## src/rtl/conv_pkg.sv

```systemverilog
// Shared types and constants for the 3x3 convolution window reader.
package conv_pkg;

  localparam int DATA_W   = 10;
  localparam int ADDR_W   = 12;
  localparam int NUM_TAPS = 9;
  localparam int TAP_W    = 4;

  typedef enum logic [2:0] {
    IDLE  = 3'd0,
    FETCH = 3'd1,
    DRAIN = 3'd2,
    HOLD  = 3'd3,
    DONE  = 3'd4
  } state_t;

  // Row offset (0..2, later biased by -1) of tap k = 3*dy + dx.
  function automatic logic [1:0] tap_dy(input logic [TAP_W-1:0] k);
    logic [1:0] dy;
    case (k)
      4'd0, 4'd1, 4'd2: dy = 2'd0;
      4'd3, 4'd4, 4'd5: dy = 2'd1;
      4'd6, 4'd7, 4'd8: dy = 2'd2;
      default:          dy = 2'd0;
    endcase
    return dy;
  endfunction

  // Column offset (0..2, later biased by -1) of tap k = 3*dy + dx.
  function automatic logic [1:0] tap_dx(input logic [TAP_W-1:0] k);
    logic [1:0] dx;
    case (k)
      4'd0, 4'd3, 4'd6: dx = 2'd0;
      4'd1, 4'd4, 4'd7: dx = 2'd1;
      4'd2, 4'd5, 4'd8: dx = 2'd2;
      default:          dx = 2'd0;
    endcase
    return dx;
  endfunction

endpackage

```

## src/rtl/conv_tap_gen.sv

```systemverilog
// Combinational tap address generator: maps (row, col, tap) to a RAM
// address, flagging taps that fall outside the feature map as padding.
module conv_tap_gen #(
  parameter int IMG_W  = 64,
  parameter int IMG_H  = 64,
  parameter int ADDR_W = 12,
  parameter int ROW_W  = 6,
  parameter int COL_W  = 6
) (
  input  logic [ROW_W-1:0]  row,
  input  logic [COL_W-1:0]  col,
  input  logic [3:0]        tap,
  output logic [ADDR_W-1:0] addr,
  output logic              pad
);

  import conv_pkg::*;

  // Two extra bits: one for the sign of row-1 / col-1 and one so that
  // row+1 == IMG_H is representable when IMG_H is a power of two.
  localparam int RW = ROW_W + 2;
  localparam int CW = COL_W + 2;

  logic [RW-1:0] r_s;
  logic [CW-1:0] c_s;
  logic          r_out_s;
  logic          c_out_s;

  // Tap coordinate, bounds check and linear address.
  always_comb begin
    r_s     = RW'(row) + RW'(tap_dy(tap)) - RW'(1'b1);
    c_s     = CW'(col) + CW'(tap_dx(tap)) - CW'(1'b1);
    r_out_s = r_s[RW-1] | (r_s >= RW'(IMG_H));
    c_out_s = c_s[CW-1] | (c_s >= CW'(IMG_W));
    pad     = r_out_s | c_out_s;
    if (pad) begin
      addr = {ADDR_W{1'b0}};
    end else begin
      addr = ADDR_W'(r_s) * ADDR_W'(IMG_W) + ADDR_W'(c_s);
    end
  end

endmodule

```

## src/rtl/conv_window_reader.sv

```systemverilog
// Streams a row-major feature map out of a 1-cycle-latency RAM as
// zero-padded 3x3 windows, one window per output pixel, with valid/ready.
module conv_window_reader #(
  parameter int IMG_W  = 64,
  parameter int IMG_H  = 64,
  parameter int DATA_W = conv_pkg::DATA_W,
  parameter int ADDR_W = conv_pkg::ADDR_W
) (
  input  logic                i_clk,
  input  logic                i_rst,
  input  logic                i_start,
  output logic                o_busy,
  output logic [ADDR_W-1:0]   o_addrOut,
  input  logic [DATA_W-1:0]   i_ramData,
  output logic [9*DATA_W-1:0] o_window,
  output logic                o_valid,
  input  logic                i_ready,
  output logic                o_done
);

  import conv_pkg::*;

  localparam int ROW_W = (IMG_H > 1) ? $clog2(IMG_H) : 1;
  localparam int COL_W = (IMG_W > 1) ? $clog2(IMG_W) : 1;

  state_t             state_r;
  state_t             state_nxt_s;
  logic [ROW_W-1:0]   row_r;
  logic [ROW_W-1:0]   row_nxt_s;
  logic [COL_W-1:0]   col_r;
  logic [COL_W-1:0]   col_nxt_s;
  logic [TAP_W-1:0]   tap_r;
  logic [TAP_W-1:0]   tap_nxt_s;
  logic               last_pix_s;

  logic [ADDR_W-1:0]  tap_addr_s;
  logic               tap_pad_s;
  logic [ADDR_W-1:0]  addr_r;
  logic               pad_r;

  logic               cap_vld_r;
  logic [TAP_W-1:0]   cap_tap_r;
  logic               cap_pad_r;
  logic [DATA_W-1:0]  win_r [NUM_TAPS];

  logic               valid_r;
  logic               busy_r;
  logic               done_r;

  // The generator looks at next-cycle counters so the address register
  // presents tap k in the same cycle the FSM sits on tap k.
  conv_tap_gen #(
    .IMG_W  (IMG_W),
    .IMG_H  (IMG_H),
    .ADDR_W (ADDR_W),
    .ROW_W  (ROW_W),
    .COL_W  (COL_W)
  ) u_tap_gen (
    .row  (row_nxt_s),
    .col  (col_nxt_s),
    .tap  (tap_nxt_s),
    .addr (tap_addr_s),
    .pad  (tap_pad_s)
  );

  // Next-state and counter update logic.
  always_comb begin
    state_nxt_s = state_r;
    row_nxt_s   = row_r;
    col_nxt_s   = col_r;
    tap_nxt_s   = tap_r;
    last_pix_s  = (row_r == ROW_W'(IMG_H - 1)) && (col_r == COL_W'(IMG_W - 1));
    case (state_r)
      IDLE: begin
        if (i_start) begin
          state_nxt_s = FETCH;
          row_nxt_s   = {ROW_W{1'b0}};
          col_nxt_s   = {COL_W{1'b0}};
          tap_nxt_s   = {TAP_W{1'b0}};
        end else begin
          state_nxt_s = IDLE;
        end
      end
      FETCH: begin
        if (tap_r == 4'd8) begin
          state_nxt_s = DRAIN;
        end else begin
          tap_nxt_s = tap_r + 4'd1;
        end
      end
      DRAIN: begin
        state_nxt_s = HOLD;
      end
      HOLD: begin
        if (i_ready) begin
          tap_nxt_s = {TAP_W{1'b0}};
          if (last_pix_s) begin
            state_nxt_s = DONE;
          end else if (col_r == COL_W'(IMG_W - 1)) begin
            state_nxt_s = FETCH;
            col_nxt_s   = {COL_W{1'b0}};
            row_nxt_s   = row_r + ROW_W'(1'b1);
          end else begin
            state_nxt_s = FETCH;
            col_nxt_s   = col_r + COL_W'(1'b1);
          end
        end else begin
          state_nxt_s = HOLD;
        end
      end
      DONE: begin
        state_nxt_s = IDLE;
      end
      default: begin
        state_nxt_s = IDLE;
      end
    endcase
  end

  // State, counters and the registered RAM address / pad flag.
  always_ff @(posedge i_clk or posedge i_rst) begin
    if (i_rst) begin
      state_r <= IDLE;
      row_r   <= {ROW_W{1'b0}};
      col_r   <= {COL_W{1'b0}};
      tap_r   <= {TAP_W{1'b0}};
      addr_r  <= {ADDR_W{1'b0}};
      pad_r   <= 1'b0;
    end else begin
      state_r <= state_nxt_s;
      row_r   <= row_nxt_s;
      col_r   <= col_nxt_s;
      tap_r   <= tap_nxt_s;
      if (state_nxt_s == FETCH) begin
        addr_r <= tap_addr_s;
        pad_r  <= tap_pad_s;
      end
    end
  end

  // Delay tap index and pad flag by one cycle to line up with RAM data.
  always_ff @(posedge i_clk or posedge i_rst) begin
    if (i_rst) begin
      cap_vld_r <= 1'b0;
      cap_tap_r <= {TAP_W{1'b0}};
      cap_pad_r <= 1'b0;
    end else begin
      cap_vld_r <= (state_r == FETCH);
      cap_tap_r <= tap_r;
      cap_pad_r <= pad_r;
    end
  end

  // Capture each returned tap into its window slot, zero for padding.
  always_ff @(posedge i_clk or posedge i_rst) begin
    if (i_rst) begin
      for (int k = 0; k < NUM_TAPS; k++) begin
        win_r[k] <= {DATA_W{1'b0}};
      end
    end else begin
      for (int k = 0; k < NUM_TAPS; k++) begin
        if (cap_vld_r && (cap_tap_r == TAP_W'(k))) begin
          win_r[k] <= cap_pad_r ? {DATA_W{1'b0}} : i_ramData;
        end
      end
    end
  end

  // Registered status flags, decoded from the upcoming state.
  always_ff @(posedge i_clk or posedge i_rst) begin
    if (i_rst) begin
      valid_r <= 1'b0;
      busy_r  <= 1'b0;
      done_r  <= 1'b0;
    end else begin
      valid_r <= (state_nxt_s == HOLD);
      busy_r  <= (state_nxt_s == FETCH) || (state_nxt_s == DRAIN) ||
                 (state_nxt_s == HOLD);
      done_r  <= (state_nxt_s == DONE);
    end
  end

  // Pack the window slots as {w8..w0}.
  always_comb begin
    o_window = {(9*DATA_W){1'b0}};
    for (int k = 0; k < NUM_TAPS; k++) begin
      o_window[k*DATA_W +: DATA_W] = win_r[k];
    end
  end

  assign o_addrOut = addr_r;
  assign o_valid   = valid_r;
  assign o_busy    = busy_r;
  assign o_done    = done_r;

endmodule

```

## config.mk

```make
export PLATFORM = sky130hd
export DESIGN_NAME = conv_window_reader
export DESIGN_NICKNAME = d
export VERILOG_FILES = /design/src/rtl/conv_pkg.sv /design/src/rtl/conv_tap_gen.sv /design/src/rtl/conv_window_reader.sv
export SDC_FILE = /design/constraint.sdc
export NUM_CORES = 1
export LEC_CHECK = 0
export ABC_AREA = 0
export CAP_MARGIN = 15
export CORE_MARGIN = 2
export CORE_UTILIZATION = 45
export DETAILED_ROUTE_END_ITERATION = 6
export HOLD_SLACK_MARGIN = 0.03
export PLACE_DENSITY = 0.75
export REMOVE_ABC_BUFFERS = 1
export SYNTH_ARGS = -nofsm -noshare
export SYNTH_HDL_FRONTEND = slang
export SYNTH_SLANG_ARGS = --single-unit
```

## constraint.sdc

```tcl
create_clock -name i_clk -period 12.8 [get_ports i_clk]
set_input_delay 2.56 -clock i_clk [delete_from_list [all_inputs] [get_ports i_clk]]
set_output_delay 2.56 -clock i_clk [all_outputs]
set_load 0.05 [all_outputs]
```

Word level (Yosys, flattened, before mapping)
Memories as Yosys holds them, arrays and structs flattened.
Cells that the tools add are included.
W data, S select, Z words.
Storage, ports and cells
  register bits after elaboration: 131
  logic and storage cells: 89
  memory bits (read-only): 64
  memories: 2
  output and inout port bits: 105
Operators by class
  add/sub/neg operators: 8
  magnitude comparators: 2
  reductions and logical operators: 14
  muxes and demuxes: 21
  equal/unequal tests: 18
  bitwise logic cells: 3
Memories
  (no name shown): depth 16, width 2, read ports 1, clocked after Yosys merged registers in 0, wr ports 0, line conv_pkg.sv:20  | case (k)
  (no name shown): depth 16, width 2, read ports 1, clocked after Yosys merged registers in 0, wr ports 0, line conv_pkg.sv:32  | case (k)
Operator list (count)
  $mux W6: 8
  $pmux W6 S2: 2
  $eq A4 B3 Y1 const B: 4
  $ge A8 B7 Y1 const B: 2
  $sub A8 B1 Y8 const B: 2
  $add A6 B2 Y7: 2
  $add A12 B8 Y12: 1
  $add A6 B1 Y6 const B: 2
  $eq A3 B2 Y1 const B: 4
  $eq A6 B6 Y1 const B: 2
  $mux W12: 1
  $mux W4: 3
  $pmux W3 S4: 1
  $pmux W4 S3: 1
  $logic_and A1 B1 Y1: 10
  $mux W10: 1
  $mux W3: 3
  $eq A4 B2 Y1 const B: 2
  $eq A4 B4 Y1 const B: 2
  $eq A3 B1 Y1 const B: 2
  $add A4 B1 Y4 const B: 1
  $eq A4 B1 Y1 const B: 1
  $logic_not A4 Y1: 1
  $eq A3 B3 Y1 const B: 1
  4 further kinds: 7

Longest topological paths before layout
  word-level depth: 11
  mapped depth: 25

Hierarchy
Synthesis repeated with hierarchy kept, for this count alone.
Unflattened totals
  cells, all modules: 508
  area total of the unflattened synthesis: 6304.8 µm²
By module, submodules not included
  conv_window_reader: times used 1, area an instance 5430.2 µm², cells an instance 386
  conv_tap_gen: times used 1, area an instance 874.6 µm², cells an instance 122

Worst setup path after synthesis
No wires, ideal clock.
  path kind: input port to flip-flop
  start: in i_ready
  end: reg addr_r[10] (netlist: o_addrOut[10])
  path slack: 6.509 ns
  stages on the path: 22
  data required time: 12.670 ns
  setup time: 0.130 ns
  buffers on the path: 2
  arrival: 6.161 ns
  cell sequence: buf_2 > o21ai_0 > a21o_1 > o21ai_0 > o21ai_1 > nand2b_1 > nand3_1 > a21oi_1 > ha_1 > inv_1 > fa_1 > ha_1 > buf_1 > nor2b_1 > nor3_2 > a41o_1 > ha_1 > inv_1 > fa_1 > nor3_1 > xnor2_1 > o21ai_0
On the way
  cells in the longest elaborated chain, start to end: 9
  elaborated cells on any way between the ends: 22
  those cells by class: add/sub: 5; order compare: 2; eq/ne: 1; mux: 9; bitwise: 3; memory: 2
Ends and longest elaborated chain
  start, declared: line conv_window_reader.sv:17  | input logic i_ready,
  $mux W4 (*): line conv_window_reader.sv:95  | if (i_ready) begin
  $pmux W4 S3 (*): line conv_window_reader.sv:73  | case (state_r)
  net tap_nxt_s[2]: line conv_window_reader.sv:33  | logic [TAP_W-1:0] tap_nxt_s;
  $mem_v2 Z16 W2 (on tied branches)
  $add A6 B2 Y7 (on tied branches): line conv_tap_gen.sv:31, conv_tap_gen.sv:32
  $sub A8 B1 Y8 (on tied branches): line conv_tap_gen.sv:31, conv_tap_gen.sv:32
  $ge A8 B7 Y1 (on tied branches): line conv_tap_gen.sv:33, conv_tap_gen.sv:34
  $or A1 B1 Y1 (on tied branches): line conv_tap_gen.sv:33, conv_tap_gen.sv:34
  $or A1 B1 Y1: line conv_tap_gen.sv:35  | pad = r_out_s | c_out_s;
  $mux W12 (*): line conv_tap_gen.sv:36  | if (pad) begin
  end signal, assigned: line conv_window_reader.sv:127  | addr_r <= {ADDR_W{1'b0}};
  end signal, assigned: line conv_window_reader.sv:135  | addr_r <= tap_addr_s;
  end, declared: line conv_window_reader.sv:38  | logic [ADDR_W-1:0] addr_r;
The timed path passes the listed nets; every way through them passes the cells marked *.
A chain may end at the register's enable or synchronous reset.

Worst setup path in the final report
Same ends and word-level chain as after synthesis.

==> metrics.cfg <==
[critical_path]
worst_r2r_path_depth = 19
timing.setup.critical_path_class = input port to register
worst_ep_arrival_time_ns = 7.06
critical_path.endpoint_type = register
crit_fanout = 9
timing.critical_path.required_ns = 13.06
worstSetupStartpointType = input port

[finish]
stdcell_count = 929
finalNetCount = 768
regArea_um2 = 3278
antenna-diode-count = 0
final_core_util_pct = 59.79
final_layout_size_suffix_gt1_share_pct = 11.48
multi_input_gate_area_in_the_final_layout_um2 = 2858
n_fill_cell = 1081
syn2layout_area_growth_pct = 30.08

[grt]
globalRouteOverflowTotal = 0
grt_antenna_before_repair = 0
grt_util_all_layers_pct = 22.78
grt_max_degree = 68
number_of_global_route_vias_before_repair = 5280
grt_first_pass_wirelength_um = 26440

[clock_network]
clock_pin_transition_on_the_worst_setup_and_hold_timing_paths_ns = 0.06
numCtsBuffers = 17
cts_setup_buffers = 0
htree_levels = 4
cts.path.max_buffers = 2
clock_latency_ns = 0.42
cts_tree = done
cts_repair_resize_count = 0
cts-hold-fix-buffers = 0
cts_sinks = 131
clockRootBuffer = clkbuf_16

[sta]
fmaxAchievable_ghz = 0.1471
setup_repair_after_global_routing_missed_its_margin = false
setup_viol = 0
min_period_over_period_pct = 53.10
worst_clock_skew_ns = 0.009377
timing.final.max_slew_violations = 0
postLayoutSetupSlackWorst_ns = 6.003
tightest_slew_ns = 0.9400
worst_slew_margin_rel_pct = 37.10
timing_hold_violations_final = 0
min_period_ns = 6.797
setup_total_negative_slack_ns = 0

[floorplanning]
io-pin-count = 119
placementRows = 43
initial_utilization_pct = 45.96
floorplan.core_area_um2 = 13830
floorplan.die_area_um2 = 15090
chip_height_um = 122.8
floorplan.die.width_um = 122.8

[synthesis]
synth_cell_type_count = 77
netlist.area_leader.share_pct = 51.58
yosysTopAreaCell = dfrtp_1
synth_warnings = 0
synth.ff_latch_count = 131
syn-instance-count = 625
post_synth_main_area_contributors = dfrtp_1 52%, nand2_1 6.0%, o21ai_0 5.7%, mux2_2 5.7%, ha_1 2.8%
syn-mean-instance-area_um2 = 10.17
synth_seq_area_share_pct = 51.58
synth_ff_type = dfrtp_1
synth.cell_area_um2 = 6355
async_flop_share_pct = 100.0
synth-edff-count = 0

[pwr]
p_leak_nw = 3.646
power_density_nw_per_um2 = 309.5
worst_ir_drop_vdd_v = 0.0002483
post-layout-total-power_mw = 2.558

[place]
pre_cts_ws_ns = 5.648
port-buffer-count = 118
place.detailed.instances = 898
hpwlAfterDp_um = 11750
gp_routability_congestion = 0.9194

[drt]
wl_met2_um = 8355
detail_route.wirelength.met1_um = 6696
detail_route.wl_per_cell_um = 17.72
routed-wl-met3_um = 1058
drt-total-wl_um = 16470
route.detailed.drc = 0
route.detailed.vias_per_inst = 5.732
detail-route-antenna-nets = 0
topRoutingLayerUsed = met4
drt_pass1_iterations = 6
detailroute.via_count = 5325
detail_route.iter0.violations = 361

[hold_path]
worst_hold_path.num_cells = 0
holdCritPathClass = register to register

[outcome]
run_status = completed

[run]
cap_viol_max_count = 0

-- final cells by class --
| type | instances | share of cell area (%) |
|---|---|---|
| well taps | 180 | 2.724 |
| inverters | 24 | 1.120 |
| flip-flops and latches | 131 | 39.65 |
| clock inverters | 12 | 1.892 |
| multi-input cells | 442 | 34.57 |
| clock buffers | 19 | 5.479 |
| repair buffers | 121 | 14.56 |
-- critical path, stage by stage --
cell and delay [ns]:
clkdlybuf4s50_1 0.55, o21ai_0 0.21, a21o_1 0.20, o21ai_0 0.10
o21ai_1 0.25, nand2b_1 0.23, nand3_1 0.09, a21oi_1 0.16
ha_1 0.19, inv_1 0.05, fa_1 0.48, ha_1 0.32
nor2b_1 0.18, nor3_2 0.20, a41o_1 0.14, ha_1 0.16
inv_1 0.06, fa_1 0.40, nor3_1 0.27, xnor2_1 0.15
o21ai_0 0.09
-- sequential cells by signal (all words and copies together) (netlist names) --
| signal | cells |
|---|---|
| o_valid | 1 |
| cap_pad_r | 1 |
| col_r | 6 |
| cap_vld_r | 1 |
| pad_r | 1 |
| row_r | 6 |
| cap_tap_r | 4 |
| o_window | 90 |
| state_r | 3 |
| tap_r | 4 |
| o_addrOut | 12 |
| o_done | 1 |
| o_busy | 1 |
-- layout by cell type, fill, tap and decap left out, drive strengths merged, types with 15 or more instances in the layout --
cell type,instances
clkbuf,19
nand2,103
clkdlybuf4s50,118
o21ai,87
nor3,15
nand2b,16
nor2,23
inv,25
mux2,32
dfrtp,131
-- worst paths after layout --
check | startpoint | endpoint | slack (ns)
min reg2reg | pad_r | cap_pad_r | 0.40
max in group asynchronous | i_rst | o_window[83] | 8.82
max | i_ready | o_addrOut[10] | 6.00
min | pad_r | cap_pad_r | 0.40
min in group asynchronous | i_rst | o_addrOut[9] | 2.66
max reg2reg | col_r[0] | o_addrOut[10] | 7.91
-- metal layers --
| metal | vias up | track usage, % |
|---|---|---|
| li1 | 2424 | - |
| met1 | 2656 | 27.39 |
| met2 | 208 | 39.47 |
| met3 | 37 | 5.204 |
| met4 | 0 | 9.052 |
| met5 | - | 0 |
-- where the power goes --
group	switching, mW	internal (mW)	leakage (nW)
clock	0.177	0.316	0.299
combinational	0.929	0.520	1.58
sequential	0.0871	0.529	1.77
total	1.19	1.37	3.65
-- Yosys cell counts, types with 5 or more instances --
master    count
a21oi_1       9
nand2b_1     16
mux2_2       32
nand3_1      10
xor2_1        5
ha_1         14
and2_1       12
nor2b_1      12
inv_1        24
xnor2_1       7
nand2_1     102
nand3b_1      6
nor3_1       12
clkbuf_1     18
o21ai_1      14
o21ai_0      73
dfrtp_1     131
nor2_1       23
-- logic make-up after synthesis --
group | after synthesis | synth area share (%)
AO/OA/AOI/OAI | 150 | 15.16
XOR/XNOR | 13 | 1.910
adder cells (fa/ha/maj) | 17 | 3.702
buffers and inverters | 52 | 3.446
flip-flops | 131 | 51.58
multiplexers | 34 | 5.986
AND/OR/NAND/NOR | 228 | 18.21
-- per-stage QoR --
step                instance area (µm²)  hold WS [ns]
floorplan                          6226        0.3537
global placement                   7657        0.3620
detailed placement                 7657        0.3762
CTS                                8267        0.4051
global route                       8267        0.4052
finish                             8267        0.3954
Note: power is estimated with default switching activity, not from simulation.
